$ cat src/rtl/decode_stage.sv
// rtl/decode_stage.sv - RV32I-subset decode stage with register file and ID/EX pipeline register
//
// Purpose: decodes the IF/ID instruction combinationally, reads the 32-entry
// register file and captures controls, operands, immediate, register indices
// and PC values into the ID/EX register on every rising edge.
//
// Optional feature: define DECODE_RF_BYPASS_EN to forward the writeback value
// to a same-cycle read of the register being written.
//
// Ports:
//   i_clk, i_rst_n                   clock, asynchronous active-low reset
//   i_instr_d, i_pc_d, i_pc4_d       instruction, PC and PC+4 from IF/ID
//   i_flush_e                        zero the ID/EX register at the next edge
//   i_regwrite_w, i_rd_w, i_result_w writeback port into the register file
//   o_rs1_d, o_rs2_d                 combinational source indices (hazard unit)
//   o_*_e                            ID/EX register outputs
module decode_stage #(
  parameter int P_DATA_WIDTH = 32,
  parameter int PC_WIDTH     = 10
) (
  input  logic                    i_clk,
  input  logic                    i_rst_n,
  input  logic [P_DATA_WIDTH-1:0] i_instr_d,
  input  logic [PC_WIDTH:0]       i_pc_d,
  input  logic [PC_WIDTH:0]       i_pc4_d,
  input  logic                    i_flush_e,
  input  logic                    i_regwrite_w,
  input  logic [4:0]              i_rd_w,
  input  logic [P_DATA_WIDTH-1:0] i_result_w,
  output logic [4:0]              o_rs1_d,
  output logic [4:0]              o_rs2_d,
  output logic                    o_regwrite_e,
  output logic [1:0]              o_resultsrc_e,
  output logic                    o_memwrite_e,
  output logic                    o_branch_e,
  output logic                    o_jump_e,
  output logic [3:0]              o_alucontrol_e,
  output logic                    o_alusrc_e,
  output logic [2:0]              o_funct3_e,
  output logic [P_DATA_WIDTH-1:0] o_rd1_e,
  output logic [P_DATA_WIDTH-1:0] o_rd2_e,
  output logic [P_DATA_WIDTH-1:0] o_immext_e,
  output logic [4:0]              o_rs1_e,
  output logic [4:0]              o_rs2_e,
  output logic [4:0]              o_rd_e,
  output logic [PC_WIDTH:0]       o_pc_e,
  output logic [PC_WIDTH:0]       o_pc4_e
);

  localparam logic [6:0] OP_R      = 7'b0110011;
  localparam logic [6:0] OP_I_ALU  = 7'b0010011;
  localparam logic [6:0] OP_LOAD   = 7'b0000011;
  localparam logic [6:0] OP_STORE  = 7'b0100011;
  localparam logic [6:0] OP_BRANCH = 7'b1100011;
  localparam logic [6:0] OP_JAL    = 7'b1101111;
  localparam logic [6:0] OP_JALR   = 7'b1100111;
  localparam logic [6:0] OP_LUI    = 7'b0110111;

  localparam logic [3:0] ALU_ADD  = 4'b0000;
  localparam logic [3:0] ALU_SUB  = 4'b0001;
  localparam logic [3:0] ALU_AND  = 4'b0010;
  localparam logic [3:0] ALU_OR   = 4'b0011;
  localparam logic [3:0] ALU_XOR  = 4'b0100;
  localparam logic [3:0] ALU_SLT  = 4'b0101;
  localparam logic [3:0] ALU_SLTU = 4'b0110;
  localparam logic [3:0] ALU_SLL  = 4'b0111;
  localparam logic [3:0] ALU_SRL  = 4'b1000;
  localparam logic [3:0] ALU_SRA  = 4'b1001;

  typedef struct packed {
    logic                    regwrite;
    logic [1:0]              resultsrc;
    logic                    memwrite;
    logic                    branch;
    logic                    jump;
    logic [3:0]              alucontrol;
    logic                    alusrc;
    logic [2:0]              funct3;
    logic [P_DATA_WIDTH-1:0] rd1;
    logic [P_DATA_WIDTH-1:0] rd2;
    logic [P_DATA_WIDTH-1:0] immext;
    logic [4:0]              rs1;
    logic [4:0]              rs2;
    logic [4:0]              rd;
    logic [PC_WIDTH:0]       pc;
    logic [PC_WIDTH:0]       pc4;
  } idex_t;

  logic [6:0]              opcode;
  logic [2:0]              funct3;
  logic                    funct7b5;
  logic [4:0]              rs1;
  logic [4:0]              rs2;
  logic [4:0]              rd;
  logic                    regwrite;
  logic [1:0]              resultsrc;
  logic                    memwrite;
  logic                    branch;
  logic                    jump;
  logic                    alusrc;
  logic [3:0]              alucontrol;
  logic [3:0]              alu_arith;
  logic [31:0]             imm32;
  logic [P_DATA_WIDTH-1:0] immext;
  logic [P_DATA_WIDTH-1:0] rd1;
  logic [P_DATA_WIDTH-1:0] rd2;
  logic                    rf_we;
  logic [P_DATA_WIDTH-1:0] rf_q [32];
  idex_t                   idex_d;
  idex_t                   idex_q;

  assign opcode   = i_instr_d[6:0];
  assign funct3   = i_instr_d[14:12];
  assign funct7b5 = i_instr_d[30];
  assign rs1      = i_instr_d[19:15];
  assign rs2      = i_instr_d[24:20];
  assign rd       = i_instr_d[11:7];
  assign o_rs1_d  = rs1;
  assign o_rs2_d  = rs2;

  // funct3 -> ALU op shared by R and I-ALU; SUB only exists for R-type,
  // while SRA is selected by funct7[5] in both forms.
  always_comb begin
    alu_arith = ALU_ADD;
    case (funct3)
      3'b000:  alu_arith = (opcode == OP_R && funct7b5) ? ALU_SUB : ALU_ADD;
      3'b001:  alu_arith = ALU_SLL;
      3'b010:  alu_arith = ALU_SLT;
      3'b011:  alu_arith = ALU_SLTU;
      3'b100:  alu_arith = ALU_XOR;
      3'b101:  alu_arith = funct7b5 ? ALU_SRA : ALU_SRL;
      3'b110:  alu_arith = ALU_OR;
      default: alu_arith = ALU_AND;
    endcase
  end

  // Unsupported opcodes (including an all-zero flushed instruction) fall to
  // the defaults and become a bubble.
  always_comb begin
    regwrite   = 1'b0;
    resultsrc  = 2'b00;
    memwrite   = 1'b0;
    branch     = 1'b0;
    jump       = 1'b0;
    alusrc     = 1'b0;
    alucontrol = ALU_ADD;
    imm32      = 32'd0;
    case (opcode)
      OP_R: begin
        regwrite   = 1'b1;
        alucontrol = alu_arith;
      end
      OP_I_ALU: begin
        regwrite   = 1'b1;
        alusrc     = 1'b1;
        alucontrol = alu_arith;
        imm32      = {{20{i_instr_d[31]}}, i_instr_d[31:20]};
      end
      OP_LOAD: begin
        regwrite  = 1'b1;
        resultsrc = 2'b01;
        alusrc    = 1'b1;
        imm32     = {{20{i_instr_d[31]}}, i_instr_d[31:20]};
      end
      OP_STORE: begin
        memwrite = 1'b1;
        alusrc   = 1'b1;
        imm32    = {{20{i_instr_d[31]}}, i_instr_d[31:25], i_instr_d[11:7]};
      end
      OP_BRANCH: begin
        branch     = 1'b1;
        alucontrol = ALU_SUB;
        imm32      = {{20{i_instr_d[31]}}, i_instr_d[7], i_instr_d[30:25],
                      i_instr_d[11:8], 1'b0};
      end
      OP_JAL: begin
        regwrite  = 1'b1;
        resultsrc = 2'b10;
        jump      = 1'b1;
        imm32     = {{12{i_instr_d[31]}}, i_instr_d[19:12], i_instr_d[20],
                     i_instr_d[30:21], 1'b0};
      end
      OP_JALR: begin
        regwrite  = 1'b1;
        resultsrc = 2'b10;
        jump      = 1'b1;
        alusrc    = 1'b1;
        imm32     = {{20{i_instr_d[31]}}, i_instr_d[31:20]};
      end
      OP_LUI: begin
        regwrite  = 1'b1;
        resultsrc = 2'b11;
        alusrc    = 1'b1;
        imm32     = {i_instr_d[31:12], 12'd0};
      end
      default: ;
    endcase
  end

  // Signed size cast sign-extends the 32-bit immediate to the datapath width.
  assign immext = P_DATA_WIDTH'($signed(imm32));

  assign rf_we = i_regwrite_w && (i_rd_w != 5'd0);

  always_ff @(posedge i_clk or negedge i_rst_n) begin
    if (!i_rst_n) begin
      for (int i = 0; i < 32; i++) rf_q[i] <= '0;
    end else if (rf_we) begin
      rf_q[i_rd_w] <= i_result_w;
    end
  end

  always_comb begin
    rd1 = (rs1 == 5'd0) ? '0 : rf_q[rs1];
    rd2 = (rs2 == 5'd0) ? '0 : rf_q[rs2];
`ifdef DECODE_RF_BYPASS_EN
    // rf_we already excludes x0, so x0 is never forwarded.
    if (rf_we && (i_rd_w == rs1)) rd1 = i_result_w;
    if (rf_we && (i_rd_w == rs2)) rd2 = i_result_w;
`endif
  end

  always_comb begin
    idex_d            = '0;
    if (!i_flush_e) begin
      idex_d.regwrite   = regwrite;
      idex_d.resultsrc  = resultsrc;
      idex_d.memwrite   = memwrite;
      idex_d.branch     = branch;
      idex_d.jump       = jump;
      idex_d.alucontrol = alucontrol;
      idex_d.alusrc     = alusrc;
      idex_d.funct3     = funct3;
      idex_d.rd1        = rd1;
      idex_d.rd2        = rd2;
      idex_d.immext     = immext;
      idex_d.rs1        = rs1;
      idex_d.rs2        = rs2;
      idex_d.rd         = rd;
      idex_d.pc         = i_pc_d;
      idex_d.pc4        = i_pc4_d;
    end
  end

  always_ff @(posedge i_clk or negedge i_rst_n) begin
    if (!i_rst_n) idex_q <= '0;
    else          idex_q <= idex_d;
  end

  assign o_regwrite_e   = idex_q.regwrite;
  assign o_resultsrc_e  = idex_q.resultsrc;
  assign o_memwrite_e   = idex_q.memwrite;
  assign o_branch_e     = idex_q.branch;
  assign o_jump_e       = idex_q.jump;
  assign o_alucontrol_e = idex_q.alucontrol;
  assign o_alusrc_e     = idex_q.alusrc;
  assign o_funct3_e     = idex_q.funct3;
  assign o_rd1_e        = idex_q.rd1;
  assign o_rd2_e        = idex_q.rd2;
  assign o_immext_e     = idex_q.immext;
  assign o_rs1_e        = idex_q.rs1;
  assign o_rs2_e        = idex_q.rs2;
  assign o_rd_e         = idex_q.rd;
  assign o_pc_e         = idex_q.pc;
  assign o_pc4_e        = idex_q.pc4;

endmodule
$ cat config.mk
export PLATFORM = sky130hd
export DESIGN_NAME = decode_stage
export DESIGN_NICKNAME = d
export VERILOG_FILES = /design/src/rtl/decode_stage.sv
export SDC_FILE = /design/constraint.sdc
export NUM_CORES = 2
export LEC_CHECK = 0
export CORE_MARGIN = 10
export CORE_UTILIZATION = 25
export CTS_CLUSTER_SIZE = 30
export DETAILED_ROUTE_END_ITERATION = 7
export SETUP_SLACK_MARGIN = 0.4
export SLEW_MARGIN = 25
export SYNTH_ARGS = -nofsm -noshare
export SYNTH_HDL_FRONTEND = slang
export SYNTH_SLANG_ARGS = --single-unit
$ cat constraint.sdc
create_clock -name i_clk -period 2.3 [get_ports i_clk]
set_input_delay 0.46 -clock i_clk [delete_from_list [all_inputs] [get_ports i_clk]]
set_output_delay 0.46 -clock i_clk [all_outputs]
set_load 0.03 [all_outputs]
==> qor.yml <==
clkTransAtPathRegs_ns: 0.07
grt_max_degree: 107
synth-main-ff-cell: "dfrtp_1"
row_count: 177
yosys.area.top_type_share: 0.498
grt_usage: 0.143
netlist_area_mm2: 0.0588
cts_tree: "done"
overflow: 0
cts-buffers-inserted: 120
rsz0062_at_grt: "yes"
root_buffer: "clkbuf_16"
final.setup.worst_slack_ns: 0.364
peakVddDrop_uv: 674
drt-initial-drc-count: 2827
pre_cts_slack_ns: -0.291
cts_max_level: 3
clkSinkCount: 1171
post_cts_buffers: 0
skew_ns: 0.0302
async_flop_share: 1.00
start_util: 0.252
hold_viol_final: 0
tightest_slew_ns: 0.745
utilization: 0.310
area_growth_pct: 23.0
setup_viol: 0
cellPowerDensity_mw_per_mm2: 821
p_leak_nw: 31.0
synthTopCellsByCount: "dfrtp_1, mux2_2, mux4_2, clkbuf_1, mux2i_1"
postSynthAreaPerCell_um2: 15.9
start_kind: "flip-flop"
port_buffers: 251
synth_top_area_cell: "dfrtp_1"
ys_seq_area_frac: 0.498
die-area_mm2: 0.255
required_ns: 2.88
cp.arrival_ns: 2.51
fin_nets: 4178
syn_inst: 3692
ys_seq_elements: 1171
grt_pass1_wl_mm: 277
dieWidth_um: 505
vias_per_cell: 4.98
synth_fp_nets: 3787
synth_cell_types: 52
slew_headroom: 0.499
firstDrtPassIters: 5
crit_fanout: 3
finalMaxSlewViolations: 0
period_needed_ns: 1.94
setup.worst_path.class: "reg2reg"
num_vias: 36400
endpoint_kind: "flip-flop"
clk_latency_ns: 0.75
routed_wl_mm: 188
yosysWarnings: 0
antenna_left: 0
io-pin-count: 252
hold_class: "in2reg"
hpwlAfterDp_mm: 127
fp.dieH_um: 505
coreArea_mm2: 0.233
outcome: "completed"
maxCapViolations: 0
max_clock_freq_mhz: 516
whs_path_depth: 3
fin_crit_sh: 0.842
synth_edf_count: 0
wire_per_inst_um: 25.7
routabilityCongestion: 0.805
drive_gt1_frac: 0.573
yosysMostFrequentCell: "dfrtp_1"
route.detailed.drc: 0
grt_pass1_vias: 39000
p_total_mw: 59.4
synth_area_leaders: "dfrtp_1, mux4_2, mux2_2"
clockBufferDepth: 3
ff2ff_path_depth: 4
whs_ns: 0.159
grt_antenna_before_repair: 5
## worst paths after layout
path | slack [ns] | endpoint | startpoint
min | 0.16 | o_rs1_e[2]$_DFF_PN0_ | i_flush_e
min in group asynchronous | 0.18 | o_immext_e[27]$_DFF_PN0_ | i_rst_n
max in group asynchronous | 1.10 | rf_q[216]$_DFFE_PN0P_ | i_rst_n
min reg2reg | 0.39 | rf_q[996]$_DFFE_PN0P_ | rf_q[996]$_DFFE_PN0P_
max reg2reg | 0.36 | o_rd2_e[23]$_DFF_PN0_ | rf_q[311]$_DFFE_PN0P_
max | 0.36 | o_rd2_e[23]$_DFF_PN0_ | rf_q[311]$_DFFE_PN0P_
## power by group
group,switching [mW],internal [mW]
combinational,4.70,7.22
sequential,2.63,24.2
clock,8.65,12.0
total,16.0,43.5
## routing by layer
layer / global-route usage / vias to the layer above / wire length, um
met3: 0.0203 / 329 / 8410
met4: 0.0573 / 0 / 7550
met1: 0.180 / 20000 / 76800
met2: 0.248 / 998 / 95300
met5: 0 / - / 0
li1: - / 15100 / -
## cell families after synthesis
| family | synth area share |
|---|---|
| buf+inv | 0.0345 |
| compound gates | 0.0274 |
| simple gates | 0.0179 |
| xor+xnor | 0.000298 |
| flops | 0.498 |
| mux | 0.421 |
## repair_timing
action / CTS / global route
resized for setup: 782 / 3
hold buffers: 1 / 0
cloned: 0 / 0
endpoints found under the setup margin: 152 / 2
hold endpoints to repair: 205 / 0
## layout by cell type, fill, tap and decap left out, types with 17 or more instances in the layout
cell             netlist  routed
dfrtp_1             1171    1154
nor3_1                31      29
nor2_1                31      19
mux2_2              1006    1006
clkinv_2               0      23
buf_2                115     104
clkbuf_16              0     122
clkbuf_1             214      30
o221ai_1              32      32
nor2b_1               44      43
mux2i_1              129     129
dfrtp_2                0      17
nand2_1               43      29
buf_6                 18      24
o22a_1                32      32
a22o_1                26      26
mux4_2               508     521
a21oi_1               32      32
o22ai_1               41      41
clkbuf_8               0      21
clkdlybuf4s50_1        0      84
buf_12                 2     152
buf_4                 26     307
## final cells by class
type | count | area, um^2
well taps | 3132 | 3920
clock buffers | 173 | 3450
clock inverters | 50 | 684
diodes | 4 | 10.0
inverters | 4 | 15.0
multi-input cells | 2089 | 27600
flip-flops and latches | 1171 | 29300
repair buffers | 697 | 7280
fillers | 23000 | 161000
## worst max-delay path, cell delays in order (launching register included)
cell	delay, ns
dfrtp_1	0.40
mux4_2	0.49
a22o_1	0.31
a221oi_2	0.33
a31oi_1	0.23
## flip-flops by register name, indices dropped and copies added (netlist names)
| signal | flops |
|---|---|
| o_rd_e | 5 |
| o_memwrite_e | 1 |
| o_funct3_e | 3 |
| o_branch_e | 1 |
| o_jump_e | 1 |
| o_rs2_e | 5 |
| o_immext_e | 32 |
| o_alusrc_e | 1 |
| o_pc4_e | 11 |
| o_alucontrol_e | 4 |
| rf_q | 1024 |
| o_pc_e | 11 |
| o_rs1_e | 5 |
| o_rd1_e | 32 |
| o_regwrite_e | 1 |
| o_resultsrc_e | 2 |
| o_rd2_e | 32 |
## stage by stage
| stage | area [um^2] | std cells | TNS, ns |
|---|---|---|---|
| detailed placement | 68600 | 7092 | -126.26 |
| global placement | 68600 | 7092 | -112.08 |
| global route | 72300 | 7319 | 0 |
| CTS | 72300 | 7316 | 0 |
| finish | 72300 | 7320 | 0 |
| floorplan | 59200 | 3692 | 0 |
Power figures use the tool's default switching activity.
